**config.mk**
```make
export PLATFORM = sky130hd
export DESIGN_NAME = lstm_x_fetch
export DESIGN_NICKNAME = d
export VERILOG_FILES = /design/src/rtl/lstm_x_fetch.sv
export SDC_FILE = /design/constraint.sdc
export NUM_CORES = 1
export LEC_CHECK = 0
export ABC_AREA = 0
export BUFFER_PORTS_ARGS = -buffer_cell sky130_fd_sc_hd__clkbuf_2
export CAP_MARGIN = 20
export CORE_UTILIZATION = 55
export DETAILED_ROUTE_END_ITERATION = 8
export HOLD_SLACK_MARGIN = 0.1
export PLACE_DENSITY = 0.92
export SKIP_CTS_REPAIR_TIMING = 1
export SLEW_MARGIN = 10
export SYNTH_ARGS = -nofsm -noshare
export SYNTH_HDL_FRONTEND = slang
export SYNTH_SLANG_ARGS = --single-unit
export TNS_END_PERCENT = 5
```
**constraint.sdc**
```tcl
create_clock -name clk -period 3.1 [get_ports clk]
set_input_delay 0 -clock clk [delete_from_list [all_inputs] [get_ports clk]]
set_output_delay 0 -clock clk [all_outputs]
set_load 0.02 [all_outputs]
```
**src/rtl/lstm_x_fetch.sv**
```systemverilog
`timescale 1ns/1ps
// lstm_x_fetch
// Streams NUM-element x vectors out of the x memory into the LSTM core,
// one vector per timestep, NUM_ITERATIONS timesteps per run.
//
// Ports
//   clk      in   rising-edge clock
//   rst      in   synchronous, active-high reset
//   start    in   begin a run (only honoured in IDLE)
//   rd_en    out  x memory read strobe
//   addr     out  x memory read address (persists across runs, wraps at X_DEPTH)
//   rd_data  in   x memory data, valid one cycle after rd_en
//   x_vec    out  packed vector, element k at [k*WIDTH +: WIDTH]
//   x_valid  out  x_vec valid (PRESENT only)
//   x_ready  in   core accepts x_vec
//   busy     out  high whenever not IDLE
//   done     out  one-cycle pulse when the run ends
module lstm_x_fetch #(
    parameter int WIDTH          = 16,
    parameter int NUM            = 3,
    parameter int NUM_ITERATIONS = 5,
    parameter int X_DEPTH        = 360,
    parameter int ADDR_WIDTH     = 9
) (
    input  logic                  clk,
    input  logic                  rst,
    input  logic                  start,
    output logic                  rd_en,
    output logic [ADDR_WIDTH-1:0] addr,
    input  logic [WIDTH-1:0]      rd_data,
    output logic [NUM*WIDTH-1:0]  x_vec,
    output logic                  x_valid,
    input  logic                  x_ready,
    output logic                  busy,
    output logic                  done
);

    localparam int K_W  = (NUM > 1) ? $clog2(NUM) : 1;
    localparam int IT_W = (NUM_ITERATIONS > 1) ? $clog2(NUM_ITERATIONS) : 1;

    typedef enum logic [2:0] {
        S_IDLE,
        S_FETCH,
        S_WAIT,
        S_PRESENT,
        S_DONE
    } state_t;

    state_t                     r_state;
    logic [K_W-1:0]             r_k;        // read index within current timestep
    logic [K_W-1:0]             r_cap_idx;  // element slot for data arriving this cycle
    logic                       r_cap_en;   // a read was issued last cycle
    logic [IT_W-1:0]            r_iter;
    logic [NUM-1:0][WIDTH-1:0]  r_x;
    logic                       r_rd_en;
    logic [ADDR_WIDTH-1:0]      r_addr;
    logic                       r_x_valid;
    logic                       r_busy;
    logic                       r_done;

    logic                       w_last_rd;
    logic                       w_last_iter;
    logic [ADDR_WIDTH-1:0]      w_addr_nxt;

    assign w_last_rd   = (r_k == K_W'(NUM - 1));
    assign w_last_iter = (r_iter == IT_W'(NUM_ITERATIONS - 1));
    assign w_addr_nxt  = (r_addr == ADDR_WIDTH'(X_DEPTH - 1)) ? '0 : r_addr + ADDR_WIDTH'(1);

    always_ff @(posedge clk) begin
        if (rst) begin
            r_state   <= S_IDLE;
            r_k       <= '0;
            r_cap_idx <= '0;
            r_cap_en  <= 1'b0;  // drops any read still in flight
            r_iter    <= '0;
            r_x       <= '0;
            r_rd_en   <= 1'b0;
            r_addr    <= '0;
            r_x_valid <= 1'b0;
            r_busy    <= 1'b0;
            r_done    <= 1'b0;
        end else begin
            // Memory answers one cycle after the strobe: remember which slot
            // the returning word belongs to and write it when it lands.
            r_cap_en  <= r_rd_en;
            r_cap_idx <= r_k;
            if (r_cap_en)
                r_x[r_cap_idx] <= rd_data;

            r_done <= 1'b0;

            case (r_state)
                S_IDLE: begin
                    if (start) begin
                        r_state <= S_FETCH;
                        r_rd_en <= 1'b1;
                        r_busy  <= 1'b1;
                        r_k     <= '0;
                    end
                end
                S_FETCH: begin
                    r_addr <= w_addr_nxt;
                    if (w_last_rd) begin
                        r_rd_en <= 1'b0;
                        r_state <= S_WAIT;
                    end else begin
                        r_k <= r_k + K_W'(1);
                    end
                end
                S_WAIT: begin
                    // last element is captured on this edge by the path above
                    r_state   <= S_PRESENT;
                    r_x_valid <= 1'b1;
                end
                S_PRESENT: begin
                    if (x_ready) begin
                        r_x_valid <= 1'b0;
                        if (w_last_iter) begin
                            r_state <= S_DONE;
                            r_done  <= 1'b1;
                        end else begin
                            r_iter  <= r_iter + IT_W'(1);
                            r_state <= S_FETCH;
                            r_rd_en <= 1'b1;
                            r_k     <= '0;
                        end
                    end
                end
                S_DONE: begin
                    r_iter  <= '0;
                    r_busy  <= 1'b0;
                    r_state <= S_IDLE;
                end
                default: begin
                    r_state <= S_IDLE;
                end
            endcase
        end
    end

    assign rd_en   = r_rd_en;
    assign addr    = r_addr;
    assign x_vec   = r_x;
    assign x_valid = r_x_valid;
    assign busy    = r_busy;
    assign done    = r_done;

endmodule

```
Yosys cells after proc, flatten, opt, wreduce, memory -nomap -nowiden. Cells that the tools add are included.

$add $sub $neg: 3. Magnitude comparators: 2. Eq/ne operators: 12. Mux-type cells: 26. Bitwise operators: 2. Reduce and logical (&&, ||, !) cells: 13.

Operators with widths (number): $bwmux 48 (1); $demux 16 s2 (1); $mux 3 (6); $mux 16 (1); $pmux 3 s4 (1); $ne 2x2->1 const B (5); $reduce_and 5->1 (2); $add 9x1->9 const B (1); $eq 9x9->1 const B (1); $mux 9 (1); $mux 2 (4); $eq 3x2->1 const B (2); $eq 3x3->1 const B (2); $mux 1 (6); $pmux 2 s3 (1); $pmux 3 s2 (1); $reduce_and 3->1 (2); $reduce_bool 2->1 (3); $pmux 1 s2 (2); $reduce_and 2->1 (2); $add 3x1->3 const B (1); $eq 3x1->1 const B (1); $logic_not 3->1 (1); $lt 2x3->1 const B (1); 8 further kinds (9).

Register bits after elaboration: 72. Logic and storage cells: 71.

Longest topological paths before layout. Gate-level depths: netlist of run 1.

Depth in word-level cells: 5. Mapped depth: 6.

Least setup slack after synthesis of run 1. OpenSTA, ideal clock, no wires.

Kind: register -> register. Start point: reg r_addr[0] (netlist: addr[0]). End point: reg r_addr[8] (netlist: addr[8]). Library setup time: 70 ps. Arrival time: 1472 ps. Setup slack: 1558 ps. Cell stages (with the launch flop): 5. Path buffers: 0. Path through: dfxtp_1 ha_1 nand4_1 or4_1 a21oi_1.

Cells in the longest elaborated chain, start to end: 2. Elaborated cells between the ends (all ways): 3.

RTL lines: start: declaration (line 56) `logic [ADDR_WIDTH-1:0] r_addr;`; start signal: assignment (line 102) `r_addr <= w_addr_nxt;`; $add 9x1->9 or $eq 9x9->1 (tied branches) (line 67) `assign w_addr_nxt = (r_addr == ADDR_WIDTH'(X_DEPTH - 1)) ? '0 : r_addr + ADDR_WIDTH'(1);`; $mux 9 * (line 67).

Mark *: on every way between the ends. The rest lies on a longest branch, timed or not. A chain may end at the register's enable or synchronous reset.

Worst setup path in the final report of run 1.
Start point: reg r_state[0]. End point: reg r_addr[7] (netlist: addr[7]).

Cells in the longest elaborated chain, start to end: 1.

RTL lines: start: declaration (line 49) `state_t r_state;`; start signal: assignment (line 71) `r_state <= S_IDLE;`; start signal: assignment (line 95) `r_state <= S_FETCH;`; start signal: assignment (line 105) `r_state <= S_WAIT;`; $eq 3x1->1 (line 92) `case (r_state)`.

No other way between the ends.

==> impl_metrics.ini, run 1 <==
[outcome]
outcome = finished, final reports clean

[timing]
period_share_pct = 55.7
worst_pin_slew_ns = 1.03
setup_viol = 0
max_freq_mhz = 579
whs_ns = 0.299
period_minus_slack_ns = 1.73
rsz0062_at_grt = no
relSlewSlack_pct = 31.1
tns_ns = 0
hold_viol = 0
clock_skew_ns = 0.0147
maxSlewViolCount = 0

[logic_synthesis]
yosysWarnings = 0
avgSynthCellArea_um2 = 8.35
synth_edf_count = 0
seq_area_frac_synth_pct = 52.0
synth-seq-cells = 72
synth_ff_type = dfxtp_1
yosysUniqueCellTypes = 40
syn_area_um2 = 2770
synth_async_sr_flop_share_pct = 0
synth_nets = 356
synthCells = 332

[worst_hold_path]
worstHoldPathCells = 2
min_from = rst
min_path_type = primary input to register
hold_end = x_vec[25]$_SDFFE_PP0P_

[die]
core_area_um2 = 4790
initial_core_util_pct = 57.9
num_rows = 25
fp.dieH_um = 73.0
io_pins = 81
die_w_um = 73.0
die_area_um2 = 5330

[critical_path]
r2r_start = r_state[0]$_SDFFE_PP0P_
crit_path_end_kind = register
crit_arrival_ns = 2.01
critical_path_required_ns = 3.39
ff2ff_path_depth = 3
crit_fanout = 12
r2r_slack_ns = 1.37
crit_type = register to register
crit_path_start_kind = register
r2r_end = addr[7]$_SDFFE_PP0N_

[route]
via_per_inst = 5.42
vias = 2672
drtIter0Drc = 240
avgRoutedWirePerCell_um = 14.0
drc = 0
ant_nets = 0
dr.pass1.iters = 4
routed_wl_um = 6920

[pwr]
leakage_nw = 1.46
power.total_mw = 1.97
vdd_drop_max_mv = 0.412
power_density_nw_per_um2 = 551
power.internal_mw = 1.47
p_clk_share_pct = 42.5
pwr-share-seq_pct = 49.2
comb_power_share_pct = 8.3
p_sw_mw = 0.499
switching_share_pct = 25.3

[run]
maxCapViolCount = 0

[clock_network]
insertion_delay_ns = 0.36
cts_tree = yes
cts_sinks = 72
cts_buffers = 9
clock_path_buffers = 2
clockRootBuffer = clkbuf_8
clk_pin_slew_ns = 0.09
cts_max_level = 3

[global_route]
grt_first_pass_wirelength_um = 10300
grt_max_degree = 36
antenna_found_initial = 0
grt_pass1_vias = 2348
globalRouteOverflowTotal = 0
grt_usage_pct = 25.2

[final_layout]
nets = 445
area_delta_synth_final_pct = 29.1
layout_commonest_cell = nand2_1
antenna_cells = 0
fin_area_um2 = 3580
layout_common_cells = nand2_1, clkbuf_2, dfxtp_1
drive_gt1_share_pct = 23.9

[place]
dp_hpwl_um = 4370
place.gp.congestion = 0.750
placed_area_um2 = 3170
numPortBuffers = 80
==> cell families after synthesis <==
family	synth area share, %
multiplexers	0.767
XOR/XNOR	0.632
flip-flops	52.0
AND/OR/NAND/NOR	25.4
buffers and inverters	4.06
adder cells (fa/ha/maj)	1.81
AO/OA/AOI/OAI	15.4
==> metal layers <==
metal,global-route usage (%),wire length (µm)
met1,29.3,3000
met2,43.0,3420
met3,6.49,401
met4,12.4,95
met5,0,0
==> power groups by stage <==
stage	combinational [mW]	clock [mW]	sequential, mW
floorplan	0.0704	0	1.01
global placement	0.141	0	0.989
detailed placement	0.145	0	0.991
CTS	0.146	0.844	0.969
global route	0.178	0.886	0.973
finish	0.165	0.838	0.970
==> cells in the mapped netlist (all sizes together) (4+ instances only) <==
| cell type | count | area [µm²] |
|---|---|---|
| clkbuf | 10 | 37.5 |
| a21oi | 61 | 305 |
| o21ai | 6 | 30.0 |
| dfxtp | 72 | 1440 |
| nor3b | 5 | 53.8 |
| buf | 11 | 52.6 |
| ha | 4 | 50.1 |
| nand2 | 101 | 379 |
| inv | 6 | 22.5 |
| nor2 | 12 | 45.0 |
| or3 | 5 | 31.3 |
==> how the worst max path moves through the flow <==
stage | end | start | slack (ns)
floorplan | addr[8]$_SDFFE_PP0N_ | addr[0]$_SDFFE_PP0N_ | 1.56
global placement | addr[8]$_SDFFE_PP0N_ | r_state[0]$_SDFFE_PP0P_ | 1.51
detailed placement | addr[7]$_SDFFE_PP0N_ | r_state[0]$_SDFFE_PP0P_ | 1.41
CTS | addr[7]$_SDFFE_PP0N_ | r_state[0]$_SDFFE_PP0P_ | 1.37
global route | addr[8]$_SDFFE_PP0N_ | r_state[0]$_SDFFE_PP0P_ | 1.21
finish | addr[7]$_SDFFE_PP0N_ | r_state[0]$_SDFFE_PP0P_ | 1.37
==> worst max-delay path, stage by stage, from the launching register on <==
cell       delay (ns)
dfxtp_1          0.54
nand4bb_1        0.37
or4_1            0.59
a21oi_1          0.15
==> state kept, by name (all words and copies together) (netlist names) <==
name and flops:
addr 9, busy 1, done 1, r_cap_en 1, r_cap_idx 2, r_iter 3
r_k 2, r_state 3, rd_en 1, x_valid 1, x_vec 48
==> cell type report <==
cell class	instances	area, µm²
Multi-Input combinational cell	233	1220
Sequential cell	72	1440
Clock buffer	9	124
Fill cell	340	1210
Timing Repair Buffer	99	588
Clock inverter	7	101
Inverter	6	22.5
Tap cell	67	83.8
==> metrics by stage <==
step                instances  setup slack (ns)  utilization, %
floorplan                 332              1.56               -
global placement          459              1.51            66.3
detailed placement        459              1.41            66.3
CTS                       475              1.37            71.0
global route              493              1.21            74.8
finish                    493              1.37            74.8
Power figures use the tool's default switching activity.
==> inputs of run 2 (changes only) <==
--- a/config.mk
+++ b/config.mk
@@ -5,13 +5,13 @@
 export SDC_FILE = /design/constraint.sdc
 export NUM_CORES = 1
 export LEC_CHECK = 0
-export ABC_AREA = 0
+export ABC_AREA = 1
 export BUFFER_PORTS_ARGS = -buffer_cell sky130_fd_sc_hd__clkbuf_2
 export CAP_MARGIN = 20
-export CORE_UTILIZATION = 55
+export CORE_UTILIZATION = 51
 export DETAILED_ROUTE_END_ITERATION = 8
 export HOLD_SLACK_MARGIN = 0.1
-export PLACE_DENSITY = 0.92
+export PLACE_DENSITY = 0.87
 export SKIP_CTS_REPAIR_TIMING = 1
 export SLEW_MARGIN = 10
 export SYNTH_ARGS = -nofsm -noshare
==> constraint.sdc (replaced) <==
create_clock -name clk -period 1.7 [get_ports clk]
set_input_delay 0 -clock clk [delete_from_list [all_inputs] [get_ports clk]]
set_output_delay 0 -clock clk [all_outputs]
set_load 0.02 [all_outputs]
==> run 2 against run 1 <==
  * Worst hold slack better by 0.14 ns
  * Non-clock buffer count up 6
  * Power up 93%
  * Sequential share of layout area down 1.7 points
  * Synthesized area up 1.4%
  * Sequential power up 87%
  * Clock skew down 0.0051 ns
  * Wire length down 1.1%
  * Critical path depth up 4
  * Worst setup slack worse by 1.3 ns
  * Flip-flop and latch count unchanged
  * Maximum frequency up 7.1%
==> impl_metrics.ini, run 2 <==
[place]
dp_cells = 510
dp_worst_setup_slack_ns = 0.341
place.gp.congestion = 0.843
placed_area_um2 = 3300
dp_hpwl_um = 4420
numPortBuffers = 80

[final_layout]
fin_util_pct = 71.8
largest_reg_flops = 48
drive_gt1_share_pct = 24.1
nets = 496
nFillCells = 424
final_cell_count_no_fill = 548
fin_area_um2 = 3740
layout_commonest_cell = nor2_1
area_delta_synth_final_pct = 33.0
seq_area_um2 = 1440
multiInputGateArea_um2 = 1140
layout_common_cells = nor2_1, clkbuf_2, dfxtp_1

[worst_hold_path]
min_path_type = register to register

[timing]
hold_viol = 0
whs_ns = 0.444
worst_pin_slew_ns = 0.533
maxSlewViolCount = 0
tns_ns = 0
period_minus_slack_ns = 1.61
setup_viol = 0
max_freq_mhz = 620
clock_skew_ns = 0.00954
setup_ws_ns = 0.0878
period_share_pct = 94.8
relSlewSlack_pct = 64.4

[critical_path]
crit_path_start_kind = register
critical_path_required_ns = 1.92
crit_path_end_kind = register
crit_fanout = 3
slowest_delay_ns = 0.56
crit_arrival_ns = 1.84
path_cells = inv_1 -> ha_1 -> nand2_1 -> inv_1 -> nand2_1 -> nor3_1 -> dlygate4sd3_1
crit_type = register to register
crit_slowest_cell = dlygate4sd3_1

[route]
dr.pass1.iters = 4
via_per_inst = 5.03
drtIter0Drc = 100
drc = 0
vias = 2754
avgRoutedWirePerCell_um = 12.5
routed_wl_um = 6850
ant_nets = 0

[clock_network]
cts_tree = yes
cts_sinks = 72
cts_buffers = 9
clock_path_buffers = 2
clk_pin_slew_ns = 0.07
cts_max_level = 3
clockRootBuffer = clkbuf_8
insertion_delay_ns = 0.34

[die]
die_w_um = 76.2
io_pins = 81
initial_core_util_pct = 54.0
die_area_um2 = 5810
num_rows = 26
core_area_um2 = 5200
fp.dieH_um = 76.2

[pwr]
power_density_nw_per_um2 = 1020
leakage_nw = 1.69
vdd_drop_max_mv = 0.757
power.total_mw = 3.82

[logic_synthesis]
yosysTopAreaCell = dfxtp_1
synthCells = 369
syn_area_um2 = 2810
seq_area_frac_synth_pct = 51.3
yosys-top-cells-count = nor2_1, dfxtp_1, o21ai_0
yosysMostFrequentCell = nor2_1
avgSynthCellArea_um2 = 7.62
synth_area_leaders = dfxtp_1, nor2_1, o21ai_0
synth_ff_type = dfxtp_1
yosysUniqueCellTypes = 25
synth_nets = 393
synth_async_sr_flop_share_pct = 0
yosysTopAreaCellShare_pct = 51.3
synth-seq-cells = 72
yosysWarnings = 0
synth_edf_count = 0

[global_route]
globalRouteOverflowTotal = 0
grt_usage_pct = 23.0
antenna_found_initial = 0
grt_first_pass_wirelength_um = 10700
grt_pass1_vias = 2397
grt_max_degree = 49

[outcome]
outcome = finished, final reports clean

[run]
maxCapViolCount = 0
-- run 2: layout make-up --
type | instances | area share (%)
timing repair buffer | 105 | 17.8
clock buffer | 10 | 3.68
sequential | 72 | 38.6
clock inverter | 6 | 2.48
tap | 70 | 2.34
antenna | 1 | 0.0669
inverter | 44 | 4.45
multi-input combinational | 240 | 30.6
-- run 2: path summary, 6_finish.rpt --
path	start	to	slack [ns]	depth (start not counted)
max	r_iter[0]$_SDFFE_PP0P_	r_state[2]$_SDFFE_PP0P_	0.09	7
max reg2reg	r_iter[0]$_SDFFE_PP0P_	r_state[2]$_SDFFE_PP0P_	0.09	7
min reg2reg	x_vec[16]$_SDFFE_PP0P_	x_vec[16]$_SDFFE_PP0P_	0.44	2
min	x_vec[16]$_SDFFE_PP0P_	x_vec[16]$_SDFFE_PP0P_	0.44	2
-- run 2: routing by layer --
| layer | wire, µm | global-route usage [%] |
|---|---|---|
| met1 | 3000 | 28.3 |
| met2 | 3360 | 38.0 |
| met3 | 332 | 4.79 |
| met4 | 144 | 11.5 |
| met5 | 0 | 0 |
-- run 2: power by group --
group	internal, mW	leakage [nW]	total (mW)	switching, mW
clock	0.871	0.109	1.52	0.646
combinational	0.181	1.00	0.486	0.305
sequential	1.76	0.584	1.81	0.0509
total	2.82	1.69	3.82	1.00
-- run 2: worst max-delay path: cells and delay by family (launching register included) --
family                     cells  cell delay (ns)
DFF                            1             0.36
adders and majority gates      1             0.20
buffers and inverters          3             0.69
and+or+nand+nor                3             0.25
-- run 2: cells by family after synthesis --
family	count (synthesis)	synth area share, %
simple gates	155	24.2
xor+xnor	2	0.623
buf+inv	57	7.97
fa+ha+maj	4	1.78
flops	72	51.3
compound gates	79	14.2
==> inputs of run 3 (changes only) <==
--- a/config.mk
+++ b/config.mk
@@ -8,10 +8,10 @@
 export ABC_AREA = 1
 export BUFFER_PORTS_ARGS = -buffer_cell sky130_fd_sc_hd__clkbuf_2
 export CAP_MARGIN = 20
-export CORE_UTILIZATION = 51
+export CORE_UTILIZATION = 50
 export DETAILED_ROUTE_END_ITERATION = 8
 export HOLD_SLACK_MARGIN = 0.1
-export PLACE_DENSITY = 0.87
+export PLACE_DENSITY = 0.85
 export SKIP_CTS_REPAIR_TIMING = 1
 export SLEW_MARGIN = 10
 export SYNTH_ARGS = -nofsm -noshare
==> run 3 against run 2 <==
  * Critical path depth down 3
  * Largest power group unchanged
  * Wire length down 4.3%
  * Largest cell class unchanged
  * Sequential power about the same
  * Critical endpoint is now busy$_SDFFE_PP0P_
==> impl_metrics.ini, run 3 (synthesis gave the netlist of run 2 again) <==
[final_layout]
final_cell_count_no_fill = 548
antenna_cells = 0
nFillCells = 443
nets = 497
layout_commonest_cell = nor2_1
layout_common_cells = nor2_1, clkbuf_2, dfxtp_1
area_delta_synth_final_pct = 31.1
largest_reg_flops = 48
drive_gt1_share_pct = 24.1

[route]
vias = 2688
drtIter0Drc = 178
ant_nets = 0
avgRoutedWirePerCell_um = 11.9
via_per_inst = 4.91
routed_wl_um = 6550
dr.pass1.iters = 4
drc = 0

[clock_network]
clockRootBuffer = clkbuf_8
clock_path_buffers = 2
cts_max_level = 3
cts_buffers = 9
clk_pin_slew_ns = 0.07
insertion_delay_ns = 0.34
cts_sinks = 72
cts_tree = yes

[critical_path]
crit_path_start_kind = register
crit_fanout = 5
critical_path_required_ns = 1.93
ff2ff_path_depth = 4
crit_path_end_kind = register
crit_arrival_ns = 1.74
crit_type = register to register

[pwr]
p_sw_mw = 0.951
switching_share_pct = 26.1
comb_power_share_pct = 13.0
pwr-share-seq_pct = 49.8
power_density_nw_per_um2 = 990
leakage_nw = 1.68
p_clk_share_pct = 37.2
power.internal_mw = 2.70
vdd_drop_max_mv = 0.506

[global_route]
grt_pass1_vias = 2344
top_usage_layer = met2
use_met2_pct = 35.3
grt_usage_pct = 21.9
grt_first_pass_wirelength_um = 10300
antenna_found_initial = 0
globalRouteOverflowTotal = 0
grtUsageMet1_pct = 27.6
grtUsageMet3_pct = 5.36
grt_max_degree = 31

[die]
num_rows = 26
die_area_um2 = 5920
die_w_um = 77.0
initial_core_util_pct = 53.3
core_area_um2 = 5270
fp.dieH_um = 77.0
io_pins = 81

[timing]
tns_ns = 0
rsz0062_at_grt = no
whs_ns = 0.445
period_share_pct = 89.1
relSlewSlack_pct = 63.4
maxSlewViolCount = 0
clock_skew_ns = 0.00574
setup_viol = 0
period_minus_slack_ns = 1.52
worst_pin_slew_ns = 0.548
hold_viol = 0
max_freq_mhz = 660

[worst_hold_path]
worstHoldPathCells = 2
min_path_type = register to register

[place]
dp_hpwl_um = 4510
place.gp.congestion = 0.803
numPortBuffers = 80
dp_cells = 512

[run]
maxCapViolCount = 0

[outcome]
outcome = finished, final reports clean
==> run 3: worst max-delay path: stages (launching register included) <==
cell and delay (ns):
dfxtp_1 0.50, nand2_1 0.18, nand2_1 0.09, a21oi_1 0.07
dlygate4sd3_1 0.56
==> run 3: layout make-up <==
type	count	area [µm²]	share of cell area, %
clock inverters	3	40.0	1.09
flip-flops and latches	72	1440	39.1
multi-input cells	240	1140	31.1
inverters	44	166	4.52
well taps	70	87.6	2.38
clock buffers	13	159	4.31
repair buffers	106	646	17.5
==> run 3: final timing paths <==
check        slack (ns)                endpoint                     from
max                0.18       busy$_SDFFE_PP0P_  r_state[2]$_SDFFE_PP0P_
min                0.45  x_vec[23]$_SDFFE_PP0P_   x_vec[23]$_SDFFE_PP0P_
max reg2reg        0.18       busy$_SDFFE_PP0P_  r_state[2]$_SDFFE_PP0P_
min reg2reg        0.45  x_vec[23]$_SDFFE_PP0P_   x_vec[23]$_SDFFE_PP0P_
==> run 3: routing by layer <==
metal / share of wire [%] / wire length, µm
met4: 1.6 / 104
met5: 0 / 0
met1: 45 / 2920
met2: 48 / 3170
met3: 5.5 / 360
==> run 3: through the flow <==
| stage | worst slack [ns] | power [mW] | utilization [%] | area, µm² |
|---|---|---|---|---|
| global placement | 0.424 | 2.27 | 62.3 | 3290 |
| detailed placement | 0.362 | 2.29 | 62.3 | 3290 |
| CTS | 0.351 | 3.63 | 66.1 | 3480 |
| finish | 0.185 | 3.65 | 69.9 | 3680 |
| floorplan | 0.382 | 2.14 | - | 2810 |
| global route | 0.0481 | 3.80 | 69.9 | 3680 |
==> run 3: power by group through the flow <==
| stage | Combinational [mW] | Clock [mW] | Sequential (mW) |
|---|---|---|---|
| 2_1_floorplan | 0.218 | 0 | 1.92 |
| 5_1_grt | 0.533 | 1.45 | 1.82 |
| 3_5_place_dp | 0.438 | 0 | 1.85 |
| 6_report | 0.476 | 1.36 | 1.82 |
| 3_3_place_gp | 0.423 | 0 | 1.85 |
| 4_1_cts | 0.439 | 1.38 | 1.82 |
